File: config.mk
export PLATFORM = sky130hd
export DESIGN_NAME = program_counter_unit
export DESIGN_NICKNAME = d
export VERILOG_FILES = /design/src/rtl/pc_pkg.sv /design/src/rtl/pc_return_stack.sv /design/src/rtl/program_counter_unit.sv
export SDC_FILE = /design/constraint.sdc
export NUM_CORES = 1
export LEC_CHECK = 0
export BUFFER_PORTS_ARGS = -buffer_cell sky130_fd_sc_hd__buf_4
export CORE_ASPECT_RATIO = 0.5
export CORE_MARGIN = 2
export CORE_UTILIZATION = 55
export CTS_CLUSTER_DIAMETER = 30
export DETAILED_ROUTE_END_ITERATION = 8
export PLACE_DENSITY = 0.76
export SKIP_CTS_REPAIR_TIMING = 1
export SLEW_MARGIN = 15
export SYNTH_ARGS = -nofsm -noshare
export SYNTH_HDL_FRONTEND = slang
export SYNTH_SLANG_ARGS = --single-unit
export TNS_END_PERCENT = 20
File: constraint.sdc
create_clock -name clk -period 2.99 [get_ports clk]
set_clock_uncertainty 0.05 [all_clocks]
set_input_delay 0.299 -clock clk [delete_from_list [all_inputs] [get_ports clk]]
set_output_delay 0.299 -clock clk [all_outputs]
set_load 0.1 [all_outputs]
File: src/rtl/pc_pkg.sv
// rtl/pc_pkg.sv - shared defaults and next-PC select encoding for the program counter unit
//
// Purpose: parameter defaults used by program_counter_unit and pc_return_stack,
//          plus the enum that names the next-PC source.
// Ports:   none (package)

package pc_pkg;

    localparam int PC_WIDTH_DEF     = 15;
    localparam int OFFSET_WIDTH_DEF = 8;
    localparam int JUMP_WIDTH_DEF   = 16;
    localparam int RAS_DEPTH_DEF    = 4;
    localparam int RESET_VECTOR_DEF = 0;

    typedef enum logic [1:0] {
        SEL_INC,
        SEL_BRANCH,
        SEL_JUMP,
        SEL_RET
    } pc_sel_e;

endpackage

File: src/rtl/pc_return_stack.sv
// rtl/pc_return_stack.sv - circular return-address stack
//
// Purpose: LIFO of return addresses. A push into a full stack overwrites the
//          oldest entry and leaves the count saturated at RAS_DEPTH.
// Ports:
//   clk, rst_n      clock, asynchronous active-low reset
//   push, pop       stack operations (pop wins if both are high; pop on empty is ignored)
//   data_in         address to push
//   top             most recently pushed valid entry
//   count           number of valid entries
//   full, empty     count == RAS_DEPTH / count == 0

module pc_return_stack
    import pc_pkg::*;
#(
    parameter int PC_WIDTH  = PC_WIDTH_DEF,
    parameter int RAS_DEPTH = RAS_DEPTH_DEF
) (
    input  logic                             clk,
    input  logic                             rst_n,
    input  logic                             push,
    input  logic                             pop,
    input  logic [PC_WIDTH-1:0]              data_in,
    output logic [PC_WIDTH-1:0]              top,
    output logic [$clog2(RAS_DEPTH+1)-1:0]   count,
    output logic                             full,
    output logic                             empty
);

    localparam int PTR_W = $clog2(RAS_DEPTH);
    localparam int CNT_W = $clog2(RAS_DEPTH + 1);

    logic [PC_WIDTH-1:0] mem [RAS_DEPTH];
    logic [PTR_W-1:0]    wr_ptr;
    logic [PTR_W-1:0]    rd_ptr;
    logic [PTR_W-1:0]    wr_ptr_inc;
    logic                do_pop;
    logic                do_push;

    // wr_ptr is the next slot to write; the newest entry sits one below it.
    // Once the ring is full, wr_ptr also points at the oldest entry, so a
    // further push naturally overwrites it.
    assign rd_ptr     = (wr_ptr == '0) ? PTR_W'(RAS_DEPTH - 1) : wr_ptr - PTR_W'(1);
    assign wr_ptr_inc = (wr_ptr == PTR_W'(RAS_DEPTH - 1)) ? '0 : wr_ptr + PTR_W'(1);

    assign empty   = (count == '0);
    assign full    = (count == CNT_W'(RAS_DEPTH));
    assign do_pop  = pop && !empty;
    assign do_push = push && !do_pop;
    assign top     = mem[rd_ptr];

    always_ff @(posedge clk or negedge rst_n) begin
        if (!rst_n) begin
            wr_ptr <= '0;
            count  <= '0;
        end else if (do_pop) begin
            wr_ptr <= rd_ptr;
            count  <= count - CNT_W'(1);
        end else if (do_push) begin
            wr_ptr <= wr_ptr_inc;
            if (!full) begin
                count <= count + CNT_W'(1);
            end
        end
    end

    // Entry contents need no reset: only entries below count are ever read.
    always_ff @(posedge clk) begin
        if (do_push) begin
            mem[wr_ptr] <= data_in;
        end
    end

endmodule

File: src/rtl/program_counter_unit.sv
// rtl/program_counter_unit.sv - program counter with branch, jump, call/return stack and error flags
//
// Purpose: registered PC. Next-PC priority: ret, call/jump, branch, increment.
//          stall freezes the PC, the stack and the flags.
// Ports:
//   clk, rst_n                 clock, asynchronous active-low reset
//   stall                      hold all state this cycle
//   branch_sel, branch_offset  relative branch by a signed offset
//   jump_sel, jump_address     absolute jump (low PC_WIDTH bits of jump_address)
//   call, ret                  push return address and jump / pop into PC
//   clr_flags                  clear the sticky flags
//   pc                         current PC
//   ras_count                  valid stack entries
//   ras_overflow/underflow     sticky push-on-full / pop-on-empty flags

module program_counter_unit
    import pc_pkg::*;
#(
    parameter int          PC_WIDTH     = PC_WIDTH_DEF,
    parameter int          OFFSET_WIDTH = OFFSET_WIDTH_DEF,
    parameter int          JUMP_WIDTH   = JUMP_WIDTH_DEF,
    parameter int          RAS_DEPTH    = RAS_DEPTH_DEF,
    parameter int unsigned RESET_VECTOR = RESET_VECTOR_DEF
) (
    input  logic                             clk,
    input  logic                             rst_n,
    input  logic                             stall,
    input  logic                             branch_sel,
    input  logic [OFFSET_WIDTH-1:0]          branch_offset,
    input  logic                             jump_sel,
    input  logic [JUMP_WIDTH-1:0]            jump_address,
    input  logic                             call,
    input  logic                             ret,
    input  logic                             clr_flags,
    output logic [PC_WIDTH-1:0]              pc,
    output logic [$clog2(RAS_DEPTH+1)-1:0]   ras_count,
    output logic                             ras_overflow,
    output logic                             ras_underflow
);

    pc_sel_e             sel;
    logic [PC_WIDTH-1:0] pc_inc;
    logic [PC_WIDTH-1:0] pc_branch;
    logic [PC_WIDTH-1:0] pc_jump;
    logic [PC_WIDTH-1:0] pc_next;
    logic [PC_WIDTH-1:0] ras_top;
    logic                ras_full;
    logic                ras_empty;
    logic                push;
    logic                pop;
    logic                set_ovf;
    logic                set_unf;

    assign pc_inc    = pc + PC_WIDTH'(1);
    // Size cast of a signed operand sign-extends; the sum wraps modulo 2^PC_WIDTH.
    assign pc_branch = pc + PC_WIDTH'(signed'(branch_offset));
    // Truncating cast drops the upper jump_address bits.
    assign pc_jump   = PC_WIDTH'(jump_address);

    always_comb begin
        sel     = SEL_INC;
        push    = 1'b0;
        pop     = 1'b0;
        set_ovf = 1'b0;
        set_unf = 1'b0;
        if (!stall) begin
            if (ret) begin
                // Ret wins over a simultaneous call; an empty pop just increments.
                sel     = ras_empty ? SEL_INC : SEL_RET;
                pop     = !ras_empty;
                set_unf = ras_empty;
            end else if (call || jump_sel) begin
                sel     = SEL_JUMP;
                push    = call;
                set_ovf = call && ras_full;
            end else if (branch_sel) begin
                sel = SEL_BRANCH;
            end
        end
        case (sel)
            SEL_BRANCH: pc_next = pc_branch;
            SEL_JUMP:   pc_next = pc_jump;
            SEL_RET:    pc_next = ras_top;
            default:    pc_next = pc_inc;
        endcase
    end

    always_ff @(posedge clk or negedge rst_n) begin
        if (!rst_n) begin
            pc            <= PC_WIDTH'(RESET_VECTOR);
            ras_overflow  <= 1'b0;
            ras_underflow <= 1'b0;
        end else if (!stall) begin
            pc <= pc_next;
            // A new error in the same cycle beats clr_flags.
            if (set_ovf) begin
                ras_overflow <= 1'b1;
            end else if (clr_flags) begin
                ras_overflow <= 1'b0;
            end
            if (set_unf) begin
                ras_underflow <= 1'b1;
            end else if (clr_flags) begin
                ras_underflow <= 1'b0;
            end
        end
    end

    pc_return_stack #(
        .PC_WIDTH  (PC_WIDTH),
        .RAS_DEPTH (RAS_DEPTH)
    ) u_ras (
        .clk     (clk),
        .rst_n   (rst_n),
        .push    (push),
        .pop     (pop),
        .data_in (pc_inc),
        .top     (ras_top),
        .count   (ras_count),
        .full    (ras_full),
        .empty   (ras_empty)
    );

endmodule
# Word-level counts from Yosys, hierarchy flattened
# Memories as Yosys holds them, arrays and structs flattened.
# Index checks and enable logic that the tools add are counted.
# op_classes
muxes,28
n_addsub,6
bitwise,1
eq_ne,6
n_reduce_logical,14
# op_table
cell,count
one-hot mux 15 bit (3 select lines),1
two-way mux 1 bit,16
two-way mux 2 bit,8
"adder 15 x 1 -> 15 bit, second input constant",1
adder 15 bit,1
two-way mux 3 bit,3
"== test 2 bit, second input constant",3
AND reduction 2 bit,3
nonzero test 2 bit,3
"adder 3 x 1 -> 3 bit, second input constant",1
"== test 3 bit, second input constant",1
logical AND 1 bit,3
zero test 3 bit,1
"subtractor 3 x 1 -> 3 bit, second input constant",1
"adder 2 x 1 -> 2 bit, second input constant",1
"== test 2 x 1 -> 1 bit, second input constant",1
zero test 1 bit,2
zero test 2 bit,1
"inequality test 2 x 1 -> 1 bit, second input constant",1
"subtractor 2 x 1 -> 2 bit, second input constant",1
logical OR 1 bit,1
inverter 1 bit,1
# totals
in_bits,32
word_cells,61
ramBits,60
reg_bits,22
mem_count,1
out_inout_bits,20
# memory_table
memory,words,word_bits,rd,rd_ports_with_merged_regs,wr,line_no,rtl
u_ras.mem,4,15,1,0,1,pc_return_stack.sv:33,logic [PC_WIDTH-1:0] mem [RAS_DEPTH];

# Logic depth before layout (Yosys ltp)
# depth
depth_word,9
depth_mapped,10
ltp_nobuf,8

# Hierarchy
# From an unflattened synthesis, not the netlist that was laid out.
# unflattened
hier_cells,398
hier_area_um2,4785.8
# modules_own_cells
module,n_inst,area_per_inst_um2,cells_per_inst
pc_return_stack,1,2637.5,129
program_counter_unit,1,2148.3,269

# Worst setup path after synthesis
# OpenSTA, ideal clock, no wires.
# synth_path
kind,register to register
from,register pc[0]
to,register pc[14]
arrival_ns,2.764
stages_incl_launch_ff,9
setup_ns,0.166
synth_period_minus_slack_ns,2.980
path_slack_ns,0.010
n_path_buf,0
path_cell_list,dfrtp_1 ha_1 fa_1 a211oi_1 o211ai_1 a31o_2 and4_1 o31ai_1 o311ai_1
# synth_between
elab_chain_cells,2
elab_cells_between_ends,3
cone_classes,add/sub: 2; mux: 1
# synth_rtl
element,line_no,rtl
"start, declared",program_counter_unit.sv:35,"output logic [PC_WIDTH-1:0] pc,"
"start signal, assigned",program_counter_unit.sv:90,pc <= PC_WIDTH'(RESET_VECTOR);
"start signal, assigned",program_counter_unit.sv:94,pc <= pc_next;
adder 15 x 1 -> 15 bit or adder 15 bit (tied branches),"program_counter_unit.sv:54, program_counter_unit.sv:56",
one-hot mux 15 bit (3 select lines) *,program_counter_unit.sv:80,case (sel)
# Mark *: on every way between the ends. The rest lies on a longest branch, timed or not.
# A chain may end at the register's enable or synchronous reset.

# Worst setup path in the final report
# Ends and elaborated chain as after synthesis.

==> metrics.md <==
| Metric | Value |
|---|---|
| Kind of critical path | flip-flop to flip-flop |
| Max-capacitance violation count | 0 |
| Synth cell types | 61 |
| Post-synth top flop | edfxtp_1 |
| Psw | 2.34 mW |
| Worst rel slew slack | 0.472 |
| Sink Count | 82 |
| Initial DRC Count | between 500 and 600 |
| Vias per cell | 6.44 |
| First-pass GRT wire length | around 19000 um |
| Starting Density | 0.574 |
| Setup TNS | 0 ns |
| Worst hold margin | between 0.2 and 0.25 ns |
| Layout Nets | 501 |
| HP Class | primary input to flip-flop |
| Largest fanout on the critical path | 3 |
| Maximum vdd ir drop | 0.536 mV |
| DPL Wire Length | 8610 um |
| CTS Root Cell | clkbuf_16 |
| Clock share of power | 0.216 |
| Fin worst setup slack | 0.268 ns |
| FF+latch count, synth | 82 |
| Fillers | 612 |
| Register area share after synthesis | 0.505 |
| DR WL/cell | around 21 um |
| Post-Syn Area | 4660 sq um |
| P per Cell Area | 975 nW/um^2 |
| Synth Instances | about 400 |
| Internal | 2.98 mW |
| H-tree depth | 3 |
| Comb pwr share | 0.473 |
| Die area | 9270 sq um |
| DRC Markers | 0 |
| Setup Viol. Count Final | 0 |
| Sequential power share | 0.312 |
| Global route overflow | 0 |
| Max clock buf depth | 2 |
| Status | finished clean |
| Slew of the pin with the lowest slew margin | 0.792 ns |
| Hold Fails Final Rpt | 0 |
| Fmax | 367 MHz |
| I/O Buffers | 50 |
| Antenna-violating nets left | 0 |
| Boundary Pins | 52 |
| Worst Setup Start Kind | flip-flop |
| Post-synth EDFFs | 60 |
| P_leak | 2.13 nW |
| Clock Latency Late Sink | 0.34 ns |
| Synth warn | 0 |
| DIE HEIGHT | 69.1 um |
| Asr flop ratio synth | 0.268 |
| Unrepaired setup endpoints after global routing | false |
| Fin cells | 565 |
| Syn Nets | 451 |
| Critical Path RT | 3.13 ns |
| Slew Viols, Final | 0 |
| All-Layer GR Usage | 0.276 |
| Inst Count DP | 548 |
| CORE AREA | ~8000 sq um |
| Share of cells above drive strength 1 | 0.208 |
| Layout area overhead | 17.1% |
| CTS tree | built |
| RD Place Congestion | 0.926 |
| Crit end category | flip-flop |
| Final WL | 12100 um |
| Setup WS pre-CTS | 0.278 ns |
| Avg Cell Area, Syn | 11.7 sq um |
| Initial antenna violation count | 0 |
| Switching share of power | 0.440 |
| DIE WIDTH | 134 um |
| Drt pass-1 iters | 5 |
| Minimum clock period | about 2.7 ns |
| Ant. Diodes | 0 |
| Vias | 3636 |
| CP arrival | 2.87 ns |
| PnR Total Power | around 5.3 mW |
| Clock slew at reported path FFs | 0.07 ns |
| Number of global-route vias before repair | approximately 3500 |
| Largest net degree at the start of global routing | 24 |
| Fin crit share | 0.910 |
| Number of buffers created by CTS | 9 |
| Row cnt | 23 |
-- worst max-delay path, cell delays in order, from the launching register on --
cell and delay (ns):
dfrtp_1 0.39, ha_1 0.21, fa_1 0.47, a211oi_1 0.35
o211ai_1 0.23, a31o_2 0.27, and4_1 0.20, o31ai_1 0.24
o311ai_1 0.15
-- area by class of cell --
class | count | area (sq um) | share of cell area
repair buffers | 58 | 438 | 0.0802
inverters | 15 | 56.3 | 0.0103
clock buffers | 9 | 225 | 0.0412
clock inverters | 7 | 92.6 | 0.0170
multi-input cells | 282 | 2160 | 0.395
flip-flops and latches | 82 | 2350 | 0.431
well taps | 112 | 140 | 0.0257
-- kinds of logic after synthesis --
kind of cell / count (synthesis) / synth area share
AOI/OAI and AO/OA: 117 / 0.165
and+or+nand+nor: 107 / 0.119
DFF: 82 / 0.505
buffers and inverters: 34 / 0.0335
xor gates and xnor gates: 21 / 0.0395
adders and majority gates: 21 / 0.0596
muxes: 16 / 0.0786
-- power groups by stage --
stage / Clock, mW / Combinational, mW / Sequential [mW]
final: 1.15 / 2.52 / 1.66
after floorplan: 0 / 1.27 / 2.22
after CTS: 1.16 / 2.49 / 1.65
after global placement: 0 / 2.40 / 1.66
after detailed placement: 0 / 2.47 / 1.67
after global routing: 1.21 / 2.67 / 1.69
-- cell usage in the layout (no fill, tap or decap), types with 4 or more instances in the layout --
| cell type | Yosys | routed |
|---|---|---|
| clkbuf_16 | 0 | 9 |
| a211oi_1 | 4 | 4 |
| xnor2_1 | 12 | 12 |
| nor2_1 | 15 | 15 |
| inv_1 | 15 | 15 |
| o21ai_0 | 16 | 16 |
| nand2_1 | 31 | 31 |
| edfxtp_1 | 60 | 60 |
| mux4_1 | 5 | 5 |
| a211o_1 | 4 | 4 |
| dfrtp_1 | 22 | 22 |
| a21oi_1 | 44 | 44 |
| a221oi_1 | 8 | 8 |
| nand3_1 | 18 | 18 |
| ha_1 | 19 | 19 |
| mux4_2 | 10 | 10 |
| nor3_1 | 6 | 6 |
| o21ai_1 | 4 | 4 |
| and3_1 | 7 | 7 |
| o211ai_1 | 5 | 5 |
| xor2_1 | 9 | 9 |
| buf_4 | 1 | 57 |
| nand4_1 | 6 | 6 |
| a21o_1 | 6 | 6 |
| inv_6 | 0 | 4 |
-- routing by layer --
| metal | part of all wire | GRT usage | vias to the layer above | routed length [um] |
|---|---|---|---|---|
| met4 | 0.011 | 0.0596 | 0 | 136 |
| li1 | - | - | 1664 | - |
| met1 | 0.45 | 0.415 | 1769 | 5450 |
| met2 | 0.44 | 0.405 | 187 | 5290 |
| met3 | 0.10 | 0.0714 | 16 | 1240 |
| met5 | 0 | 0 | - | 0 |
-- stage by stage --
step | area [sq um] | util
after floorplan | 4660 | -
final | 5460 | 0.673
after global routing | 5460 | 0.673
after detailed placement | 5130 | 0.632
after CTS | 5450 | 0.672
after global placement | 5130 | 0.632
-- flip-flops by register name, summed over array words and instances, names as in the netlist --
| name | count |
|---|---|
| u_ras.wr_ptr | 2 |
| u_ras.mem | 60 |
| pc | 15 |
| ras_underflow | 1 |
| u_ras.count | 3 |
| ras_overflow | 1 |
-- path summary, 6_finish.rpt --
kind,from,end,slack [ns],depth (start not counted)
worst max-delay path,pc[0],pc[14],0.27,8
worst min-delay path,jump_address[11],pc[11],0.24,3
worst max register to register,pc[0],pc[14],0.27,8
worst min register to register,ras_overflow,ras_overflow,0.46,1
max in group asynchronous,rst_n,pc[13],2.29,2
min in group asynchronous,rst_n,pc[0],0.34,2
-- Yosys cell counts (3+ instances only) --
master / instances / area [sq um]
nor4_1: 3 / 18.8
nand2_1: 31 / 116
o211ai_1: 5 / 37.5
and3_1: 7 / 43.8
a211oi_1: 4 / 30.0
o22ai_1: 3 / 18.8
edfxtp_1: 60 / 1800
nor2_1: 15 / 56.3
a21o_1: 6 / 45.0
nor2b_1: 4 / 25.0
clkbuf_1: 7 / 26.3
o21ai_1: 4 / 20.0
xor2_1: 9 / 78.8
dfrtp_1: 22 / 551
nor3_1: 6 / 30.0
mux4_1: 5 / 131
mux4_2: 10 / 225
ha_1: 19 / 238
o21ai_0: 16 / 80.1
nand3_1: 18 / 90.1
a211o_1: 4 / 35.0
nand4_1: 6 / 37.5
a221oi_1: 8 / 70.1
inv_1: 15 / 56.3
xnor2_1: 12 / 105
a21oi_1: 44 / 220
buf_2: 6 / 30.0
or2_2: 3 / 18.8
and4_1: 3 / 26.3
(Power assumes the default switching activity.)
